`src/rtl/seq_detect_prog.sv`:
```
// Programmable serial pattern detector: runtime-loadable 1..PAT_W-bit pattern,
// overlapping/non-overlapping modes, and a saturating match counter.
module seq_detect_prog #(
    parameter int unsigned      PAT_W   = 8,
    parameter int unsigned      CNT_W   = 8,
    parameter logic [PAT_W-1:0] DEF_PAT = PAT_W'(8'b0000_1101),
    parameter int unsigned      DEF_LEN = 4
) (
    input  logic                         clk,
    input  logic                         rst_n,
    input  logic                         bit_valid,
    input  logic                         bit_in,
    input  logic                         overlap_en,
    input  logic                         load,
    input  logic [PAT_W-1:0]             pat_in,
    input  logic [$clog2(PAT_W+1)-1:0]   len_in,
    input  logic                         cnt_clr,
    output logic                         match,
    output logic [CNT_W-1:0]             match_cnt,
    output logic                         cnt_sat,
    output logic [$clog2(PAT_W+1)-1:0]   fill
);

    localparam int unsigned LW = $clog2(PAT_W + 1);

    logic [PAT_W-1:0] hist, hist_nx;
    logic [PAT_W-1:0] pat_reg, pat_nx;
    logic [LW-1:0]    len_reg, len_nx, len_norm;
    logic [LW-1:0]    fill_nx;
    logic [PAT_W-1:0] mask;
    logic             match_nx;
    logic             inc;
    logic [CNT_W-1:0] cnt_nx;
    logic             sat_nx;

    always_comb begin
        len_norm = len_in;
        if (len_in == '0)
            len_norm = LW'(1);
        else if (32'(len_in) > PAT_W)
            len_norm = LW'(PAT_W);
    end

    // match is registered: decode the next state here so the counter and the
    // match flop see the same value on the accept edge.
    always_comb begin
        hist_nx = hist;
        fill_nx = fill;
        pat_nx  = pat_reg;
        len_nx  = len_reg;
        if (load) begin
            pat_nx  = pat_in;
            len_nx  = len_norm;
            hist_nx = '0;
            fill_nx = '0;
        end else if (bit_valid) begin
            hist_nx = {hist[PAT_W-2:0], bit_in};
            if (!overlap_en && match)
                fill_nx = LW'(1);
            else if (fill != len_reg)
                fill_nx = fill + LW'(1);
        end

        mask = '0;
        for (int unsigned i = 0; i < PAT_W; i++)
            mask[i] = (i < 32'(len_nx));
        match_nx = (fill_nx == len_nx) && (((hist_nx ^ pat_nx) & mask) == '0);
        inc      = !load && bit_valid && match_nx;
    end

    always_comb begin
        cnt_nx = match_cnt;
        sat_nx = cnt_sat;
        if (cnt_clr) begin
            cnt_nx = '0;
            sat_nx = 1'b0;
        end else begin
            if (inc && match_cnt != '1)
                cnt_nx = match_cnt + CNT_W'(1);
            if (cnt_nx == '1)
                sat_nx = 1'b1;
        end
    end

    always_ff @(posedge clk) begin
        if (!rst_n) begin
            hist      <= '0;
            fill      <= '0;
            pat_reg   <= DEF_PAT;
            len_reg   <= LW'(DEF_LEN);
            match     <= 1'b0;
            match_cnt <= '0;
            cnt_sat   <= 1'b0;
        end else begin
            hist      <= hist_nx;
            fill      <= fill_nx;
            pat_reg   <= pat_nx;
            len_reg   <= len_nx;
            match     <= match_nx;
            match_cnt <= cnt_nx;
            cnt_sat   <= sat_nx;
        end
    end

endmodule
```
`config.mk`:
```
export PLATFORM = sky130hd
export DESIGN_NAME = seq_detect_prog
export DESIGN_NICKNAME = d
export VERILOG_FILES = /design/src/rtl/seq_detect_prog.sv
export SDC_FILE = /design/constraint.sdc
export NUM_CORES = 1
export LEC_CHECK = 0
export ABC_AREA = 0
export CAP_MARGIN = 20
export CORE_MARGIN = 2
export CORE_UTILIZATION = 53
export CTS_CLUSTER_SIZE = 28
export DETAILED_ROUTE_END_ITERATION = 6
export PLACE_DENSITY = 0.84
export SKIP_CTS_REPAIR_TIMING = 1
export SLEW_MARGIN = 20
export SYNTH_ARGS = -nofsm -noshare
export SYNTH_HDL_FRONTEND = slang
export SYNTH_SLANG_ARGS = --single-unit
export TNS_END_PERCENT = 1
```
`constraint.sdc`:
```
create_clock -name clk -period 3.57 [get_ports clk]
set_input_delay 0.714 -clock clk [delete_from_list [all_inputs] [get_ports clk]]
set_output_delay 0.714 -clock clk [all_outputs]
set_load 0.02 [all_outputs]
```
# [Word-level counts from Yosys, hierarchy flattened]
# Cells that the tools add are included.
[op_classes] n_eq_ne=4 n_mux=12 magnitude_cmp=9 bitwise=3 n_reduce_logical=10 n_addsub=2
[op_table] operator="8-bit two-way mux" n=5
[op_table] operator="4-bit two-way mux" n=7
[op_table] operator="3-bit by 4-bit < comparator with 1-bit output (first input constant)" n=4
[op_table] operator="8-bit by 1-bit adder with 8-bit output (second input constant)" n=1
[op_table] operator="8-bit AND" n=1
[op_table] operator="8-bit == test (second input constant)" n=1
[op_table] operator="8-bit zero test" n=1
[op_table] operator="1-bit by 4-bit < comparator with 1-bit output (first input constant)" n=2
[op_table] operator="2-bit by 4-bit < comparator with 1-bit output (first input constant)" n=2
[op_table] operator="8-bit != test (second input constant)" n=1
[op_table] operator="8-bit XOR" n=1
[op_table] operator="1-bit logical AND" n=5
[op_table] operator="4-bit by 1-bit adder with 4-bit output (second input constant)" n=1
[op_table] operator="4-bit == test" n=1
[op_table] operator="4-bit > comparator (second input constant)" n=1
[op_table] operator="4-bit zero test" n=1
[op_table] operator="4-bit != test" n=1
[op_table] operator="1-bit zero test" n=2
[op_table] operator="2-bit OR reduction" n=1
[op_table] operator="1-bit NOT" n=1
[totals] inputBits=19 output_inout_bits=14 ff_bits=34 elab_cells=47

# [Longest topological paths before layout]
# Gate-level depths: netlist of the first run.
[depth] depth_word=13 mapped_depth=12 mapped_depth_nobuf=10

# [Worst setup path before layout of the first run]
# OpenSTA, ideal clock, no wires.
[synth_timing] path_kind="input to register" startpoint="input bit_valid" endpoint="register match_cnt[7]" required_time_ns=3.500 setup_ns=0.070 slack_ns=0.424 path_buffers=1 arrival_ns=3.076 stages=10 path_cell_list="buf_6 > mux2i_1 > xor2_1 > o21ai_1 > or4_1 > a311o_1 > o21ai_4 > nand4b_4 > or4_1 > a21oi_1"
[synth_between] elab_chain_cells=10 elab_cells_between_ends=14 classes_between="eq/ne (1); mux (6); bitwise (2); reduce/logical (5)"
[synth_rtl] item="start, declared" line="11" rtl="input logic bit_valid,"
[synth_rtl] item="8-bit two-way mux" line="56" rtl="end else if (bit_valid) begin"
[synth_rtl] item="8-bit two-way mux" line="51" rtl="if (load) begin"
[synth_rtl] item="8-bit XOR" line="67" rtl="match_nx = (fill_nx == len_nx) && (((hist_nx ^ pat_nx) & mask) == '0);"
[synth_rtl] item="8-bit AND" line="67"
[synth_rtl] item="8-bit zero test" line="67"
[synth_rtl] item="1-bit logical AND" line="67"
[synth_rtl] item="1-bit logical AND *" line="68" rtl="inc = !load && bit_valid && match_nx;"
[synth_rtl] item="1-bit logical AND *" line="78" rtl="if (inc && match_cnt != '1)"
[synth_rtl] item="8-bit two-way mux *" line="78"
[synth_rtl] item="8-bit two-way mux *" line="74" rtl="if (cnt_clr) begin"
[synth_rtl] item="end signal, assigned" line="100" rtl="match_cnt <= cnt_nx;"
[synth_rtl] item="end, declared" line="19" rtl="output logic [CNT_W-1:0] match_cnt,"
# Mark *: on every way between the ends. The rest lies on a longest branch, timed or not. The select of a mux whose other input is x is not followed.
# A chain may end at the register's enable or synchronous reset.

# [Worst setup path after layout of the first run]
# Ends and elaborated chain as after synthesis.

==> results list, run 1 <==
- Global route total overflow: 0
* Max_cap viols: 0
* Worst vdd rail ir drop: 0.231 mV
* Post-synth top flop: sky130_fd_sc_hd__dfxtp_1
- In this run the remaining antenna-violating nets after routing total 0.
* Crit path DAT: 3.76 ns
* Worst setup startpoint: bit_valid
* Setup slack, reg-to-reg: 0.51 ns
* Via count: 1,836
- Largest fanout on the critical path: 5
- Diode count: 0
* Relative area change from synthesis to final layout: 27.0%
- Share of synthesized flip-flops with an asynchronous set or reset: 0
- Setup Crit Path Kind: input port to flip-flop
* Share of the clock period used by the worst path: 0.973
* Standby leakage power: 0.995 nW
* Post-detailed-placement half-perimeter wirelength: 3.52 mm
* Unique masters post-synth: between 50 and 60
- Fmax: 288 MHz
- For this run, the number of Yosys warnings is 0.
- Total power for the finished layout comes to ~0.00079 W.
* Number of endpoints failing setup at the final stage: 0
- With fillers left out, the area of the finished cells amounts to 0.00247 mm².
* Syn nets: around 250
- Result of the run: completed
* Ratio of cells with drive above 1 in the final layout: 0.176
* Clock tree from TritonCTS: built
* Die boundary height: 64.6 µm
* Depth of the worst hold-timing path: 2
- Via count of the first global-routing pass: 1,759
- Clock skew on the completed layout was measured at 0.0150 ns.
* Die span in x: roughly 65 µm
- Averaged over all synthesized cells, the footprint is 8.56 µm².
* Clk_lat worst skew: 0.37 ns
- The first TritonRoute pass finished after 4 iterations.
* Shortest clock period the worst path allows after layout: 3.47 ns
- For the worst setup path, the data required time is just under 4 ns.
- The H-tree generated during clock tree synthesis spans 2 levels.
* Worst reg2reg endpoint: match_cnt[7]
- Mapped cell area: 0.00194 mm²
- After routing, the total negative slack on setup checks comes to 0 ns.
- Most frequent cells in the layout: sky130_fd_sc_hd__dfxtp_1 (34), sky130_fd_sc_hd__clkdlybuf4s50_1 (32), sky130_fd_sc_hd__nand2_1 (31), sky130_fd_sc_hd__nor2_1 (24), sky130_fd_sc_hd__buf_4 (20)
- Summing all placed instances gives a cell area of 0.00240 mm².
- Power per standard cell area: 319 mW/mm²
- IO Port Bufs: 32
* I/O pin count: 33
* Critical path endpoint category: flip-flop
- Initial standard-cell utilization of the core: 0.569
* Initial drt markers: about 120
- Clock transition at path regs: 0.11 ns
* Count of flip-flops with a built-in enable after synthesis: 0
- Routability Congestion: roughly 0.87
* Number of clock sinks: 34
- Reg2Reg Launch Point: fill[0]
- Endpoint with the worst hold slack: pat_reg[7]
- Nets@finish: 298
* Clk Tree Root Cell: sky130_fd_sc_hd__clkbuf_4
* Detailed-route vias per instance: 5.67
- Clk buf depth: 2
* Core region area: 0.00342 mm²
- After technology mapping, the gate count stands at 227.
* Total of fill cells in the finished design: 272
* Number of endpoints with negative hold slack in the final report: 0
- The number of cells on the worst reg-to-reg path is 10.
- Hold path start: pat_reg[7]
- Buffers inserted during clock tree synthesis total 5.
- The tightest min-delay check is of the flip-flop to flip-flop type.
- The final-report max-slew violation count is 0.
- Entering global routing, the biggest net connects 17 pins.
- The floorplan has 21 rows.
- In this run, synthesis produced a sequential element count of 34.
* Wire length of the first global-routing pass: approximately 8.0 mm
- In the final routed layout, each cell accounts on average for 14.6 µm.
* Total DRC errors in the routed layout: 0
- Critical Path Source Type: input port
- Setup repair after global routing could not meet its margin everywhere.
- Slew Limit Headroom: 0.660
- Seq/Total Area, Yosys: 0.350
* Most common cell after layout, fill and taps aside: sky130_fd_sc_hd__dfxtp_1
- Antenna violations before repair: 0
- The floorplan step defined a die boundary enclosing 0.00417 mm².
- At the pin with the least slew margin, the transition time is 0.504 ns.
- Wires add up to 4.72 mm.
- Tot GR Track Use: 0.251
[layer usage]
layer,vias to the layer above,share of wire,global-route usage
met2,74,0.48,0.414
met5,-,0,0
met1,835,0.43,0.316
met3,10,0.072,0.0521
li1,917,-,-
met4,0,0.021,0.112
[cell families after synthesis]
group,synth area share
and+or+nand+nor,0.275
AOI/OAI and AO/OA,0.159
DFF,0.350
muxes,0.0927
buffers and inverters,0.0515
xor gates and xnor gates,0.0586
adders and majority gates,0.0129
[cells in the mapped netlist, drive strengths merged, types with 2 or more instances]
library cell  number  share of area
a21boi             2         0.0077
a21oi              8          0.021
a2bb2oi            2         0.0090
a311o              2          0.010
a32o               2          0.010
a41oi              2         0.0090
and2               2         0.0064
and3               5          0.016
buf                5          0.020
clkbuf             4          0.018
dfxtp             34           0.35
ha                 2          0.013
inv                7          0.014
mux2               8          0.046
mux2i              9          0.046
nand2             31          0.060
nand2b             8          0.026
nand3              7          0.018
nand4              8          0.026
nor2              24          0.046
nor2b              3         0.0097
o211ai             2         0.0077
o21ai              8          0.026
o22ai              2         0.0064
o31ai              2         0.0077
or2                4          0.013
or4                4          0.015
xnor2              7          0.032
xor2               6          0.027
[how the worst max path moves through the flow]
stage | slack (ns) | endpoint
2_1_floorplan | 0.42 | match_cnt[7]
3_3_place_gp | -0.17 | match_cnt[6]
5_1_grt | -0.06 | match_cnt[7]
3_5_place_dp | -0.22 | match_cnt[6]
4_1_cts | 0.12 | match_cnt[7]
6_report | 0.1 | match_cnt[7]
[metrics by stage]
stage               std cells  utilization  hold WS, ns  setup slack [ns]
floorplan                 227            -        0.455             0.424
global placement          316        0.702        0.466            -0.167
detailed placement        316        0.702        0.455            -0.219
CTS                       324        0.721        0.487             0.124
global route              324        0.723        0.510           -0.0621
finish                    324        0.723        0.486            0.0980
[critical path: stages]
cell,delay [ns]
sky130_fd_sc_hd__clkdlybuf4s50_1,0.48
sky130_fd_sc_hd__mux2_2,0.36
sky130_fd_sc_hd__xnor2_1,0.13
sky130_fd_sc_hd__o21ai_0,0.20
sky130_fd_sc_hd__nor2_1,0.23
sky130_fd_sc_hd__or4b_2,0.60
sky130_fd_sc_hd__nand3_1,0.22
sky130_fd_sc_hd__nand4b_4,0.16
sky130_fd_sc_hd__or4_1,0.51
sky130_fd_sc_hd__a21oi_1,0.15
[report_power, final]
group          internal, W  switching (W)  leakage [nW]
sequential        0.000389     0.00000763         0.277
combinational    0.0000761      0.0000770         0.684
clock            0.0000945       0.000142        0.0343
total             0.000560       0.000227         0.995
[cell type report]
cell class / instances / area, µm² / area share
clock buffer: 6 / 51.3 / 0.0208
sequential: 34 / 681 / 0.276
clock inverter: 2 / 12.5 / 0.00507
timing repair buffer: 52 / 470 / 0.191
tap: 46 / 57.6 / 0.0233
inverter: 7 / 26.3 / 0.0106
multi-input combinational: 177 / 1170 / 0.474
(Power assumes the default switching activity.)
==> run 2, diff against run 1 <==
CAP_MARGIN = not set   (was 20)
SLEW_MARGIN = 25   (was 20)
==> results of run 2 <==
Same layout as run 1: the final DEF is identical, and so are final timing and power.
==> run 3, diff against run 2 <==
==> constraint.sdc (replaced) <==
create_clock -name clk -period 3.57 [get_ports clk]
set_input_delay 1.071 -clock clk [delete_from_list [all_inputs] [get_ports clk]]
set_output_delay 1.071 -clock clk [all_outputs]
set_load 0.02 [all_outputs]
==> run 3 against run 2 <==
Cell count rose by 6.5%. Die area stayed put. Routed wire length is 17% higher. Sequential power hardly changed. First-iteration DRC count up 24%. Register-to-register slack lost 0.03 ns. Clock power fell by 15%. Setup slack worse by 0.068 ns. Combinational power is 22% higher. Critical path type unchanged. Largest cell class unchanged.
==> results list, run 3 (synthesis gave the netlist of run 1 again) <==
* Worst setup startpoint: bit_valid
* Clk_lat worst skew: 0.34 ns
* Global route total overflow: 0
- On the critical path the largest part of the delay comes from simple AND/OR/NAND/NOR gates.
- Entering global routing, the biggest net connects 12 pins.
- For the pin with the worst max-slew slack, the measured transition is 0.454 ns.
- First-pass iteration count of the detailed router: 5
- Total DRC errors in the routed layout: 0
- Clk Tree Root Cell: sky130_fd_sc_hd__clkbuf_4
* Cells along the critical path: clkbuf_2 > buf_6 > buf_4 > inv_1 > a41oi_1 > buf_4 > a2bb2oi_1 > nand2_1 > or4b_2 > nand3_1 > nand4b_4 > or4_1 > a21oi_1
- Once layout is complete, the utilization of the core stands at 0.794.
- Critical path buffers and inverters: 5
- Detailed-route vias per instance: ~5.8
* Share of the clock period used by the worst path: 0.992
- Total of fill cells in the finished design: 216
- The worst hold path begins at pat_reg[7].
- Result of the run: completed
* Worst vdd rail ir drop: 0.211 mV
* Area of the die: 0.00417 mm²
- Via count: between 2,000 and 2,500
* Cell depth of the worst setup path: 13
- After the flow finishes, the layout carries non-filler instances totaling 345.
* Critical Path Source Type: input port
- Number of pins exceeding their max-slew limit in the final report: 0
- Post-detailed-placement half-perimeter wirelength: 3.73 mm
- The via count of the first global-routing pass was 1,838.
* Shortest clock period the worst path allows after layout: 3.54 ns
* Master of the slowest instance on the critical path: sky130_fd_sc_hd__or4b_2
- The area growth from synthesis to layout is 39.5%.
- Number of buffers created by CTS: 5
- In this design, the critical path's most frequently occurring cell is sky130_fd_sc_hd__buf_4.
- Clock transition at path regs: between 0.1 and 0.15 ns
- Of all nets on the critical path, the largest fanout is 4.
- Hold crit path type: flip-flop to flip-flop
* Clock tree from TritonCTS: built
- Post-Place Cells: 330
* Initial standard-cell utilization of the core: 0.569
- Residual antenna-violating net count after detailed routing: 0
- Standby leakage power: 1.16 nW
- IO Port Bufs: 32
- The worst register-to-register path begins at fill[0].
- STA puts the critical path data required time at between 3 and 4 ns.
- Max_cap viols: 0
- After floorplanning, the core was divided into 21 placement rows.
* Tot GR Track Use: 0.254
- The floorplan step set the die width to 64.6 µm.
- Wires add up to 5.53 mm.
- Wirelength per Cell: ~16 µm
- Initial drt markers: roughly 140
* Power per standard cell area: 291 mW/mm²
- Of the cells placed in the final design, the portion with a size suffix greater than 1 is 0.254.
- Most frequent cells in the layout: sky130_fd_sc_hd__buf_4 (37), sky130_fd_sc_hd__dfxtp_1 (34), sky130_fd_sc_hd__nand2_1 (30), sky130_fd_sc_hd__clkdlybuf4s50_1 (27), sky130_fd_sc_hd__nor2_1 (24)
- At the end of the flow, the number of nets in the layout was 320.
* PnR Total Power: 0.000788 W
- Fmax: 282 MHz
* Critical Path Max Stage Delay: 0.64 ns
* Max H-tree Level: 2
- Max Clock Skew: 0.0108 ns
* Antenna violations before repair: 0
- For the worst setup path, the data arrival time is 3.82 ns.
- Routability Congestion: 0.883
* Most common cell after layout, fill and taps aside: sky130_fd_sc_hd__buf_4
- Setup Crit Path Kind: input port to flip-flop
- Diode count: 0
- Clk buf depth: 2
- The first global-routing pass estimated 8.22 mm of wire.
- The worst setup path is captured at a flip-flop.
- Counting every sink on the clock net gives 34.
- Measured in cells, the most critical reg-to-reg path has a length of 10.
* Core region area: 0.00342 mm²
* Die boundary height: around 65 µm
* Slew Limit Headroom: 0.696
- For this design the top-level I/O count stands at 33.
- Depth of the worst hold-timing path: 2
- The hold violation count in the final report was 0.
- Setup violations remaining at the end of the flow were counted as 0.
[run 3: worst paths after layout]
| kind | endpoint | slack (ns) |
|---|---|---|
| min | pat_reg[7] | 0.49 |
| max reg2reg | match_cnt[7] | 0.48 |
| min reg2reg | pat_reg[7] | 0.49 |
| max | match_cnt[7] | 0.03 |
[run 3: metrics by stage]
step,setup WS [ns],hold slack (ns),area [µm²],TNS (ns)
global placement,-0.520,0.464,2510,-3.90
finish,0.0300,0.493,2710,0
CTS,-0.249,0.492,2560,-1.51
detailed placement,-0.605,0.465,2510,-4.67
floorplan,0.0668,0.455,1940,0
global route,-0.0925,0.518,2710,-0.330
[run 3: final cells by class]
class / count / area [µm²] / share of cell area
Clock buffer: 7 / 45.0 / 0.0166
Multi-Input combinational cell: 177 / 1230 / 0.455
Timing Repair Buffer: 74 / 668 / 0.246
Tap cell: 46 / 57.6 / 0.0212
Inverter: 7 / 26.3 / 0.00969
Sequential cell: 34 / 681 / 0.251
[run 3: report_power, final]
part	switching, W	internal, W	total, W
combinational	0.0000905	0.0000969	0.000187
clock	0.000128	0.0000743	0.000202
sequential	0.00000906	0.000389	0.000398
[run 3: worst reg2reg max path, cell delays in order (launching register included)]
cell	delay (ns)
sky130_fd_sc_hd__dfxtp_1	0.47
sky130_fd_sc_hd__xnor2_1	0.20
sky130_fd_sc_hd__a41oi_1	0.18
sky130_fd_sc_hd__buf_4	0.17
sky130_fd_sc_hd__a2bb2oi_1	0.22
sky130_fd_sc_hd__nand2_1	0.12
sky130_fd_sc_hd__or4b_2	0.64
sky130_fd_sc_hd__nand3_1	0.23
sky130_fd_sc_hd__nand4b_4	0.15
sky130_fd_sc_hd__or4_1	0.51
sky130_fd_sc_hd__a21oi_1	0.15
[run 3: per-layer routing]
metal / vias to the layer above / GRT usage / wire (µm)
li1: 964 / - / -
met1: 944 / 0.322 / 2250
met2: 84 / 0.426 / 2750
met3: 18 / 0.0556 / 380
met4: 0 / 0.0904 / 158
met5: - / 0 / 0
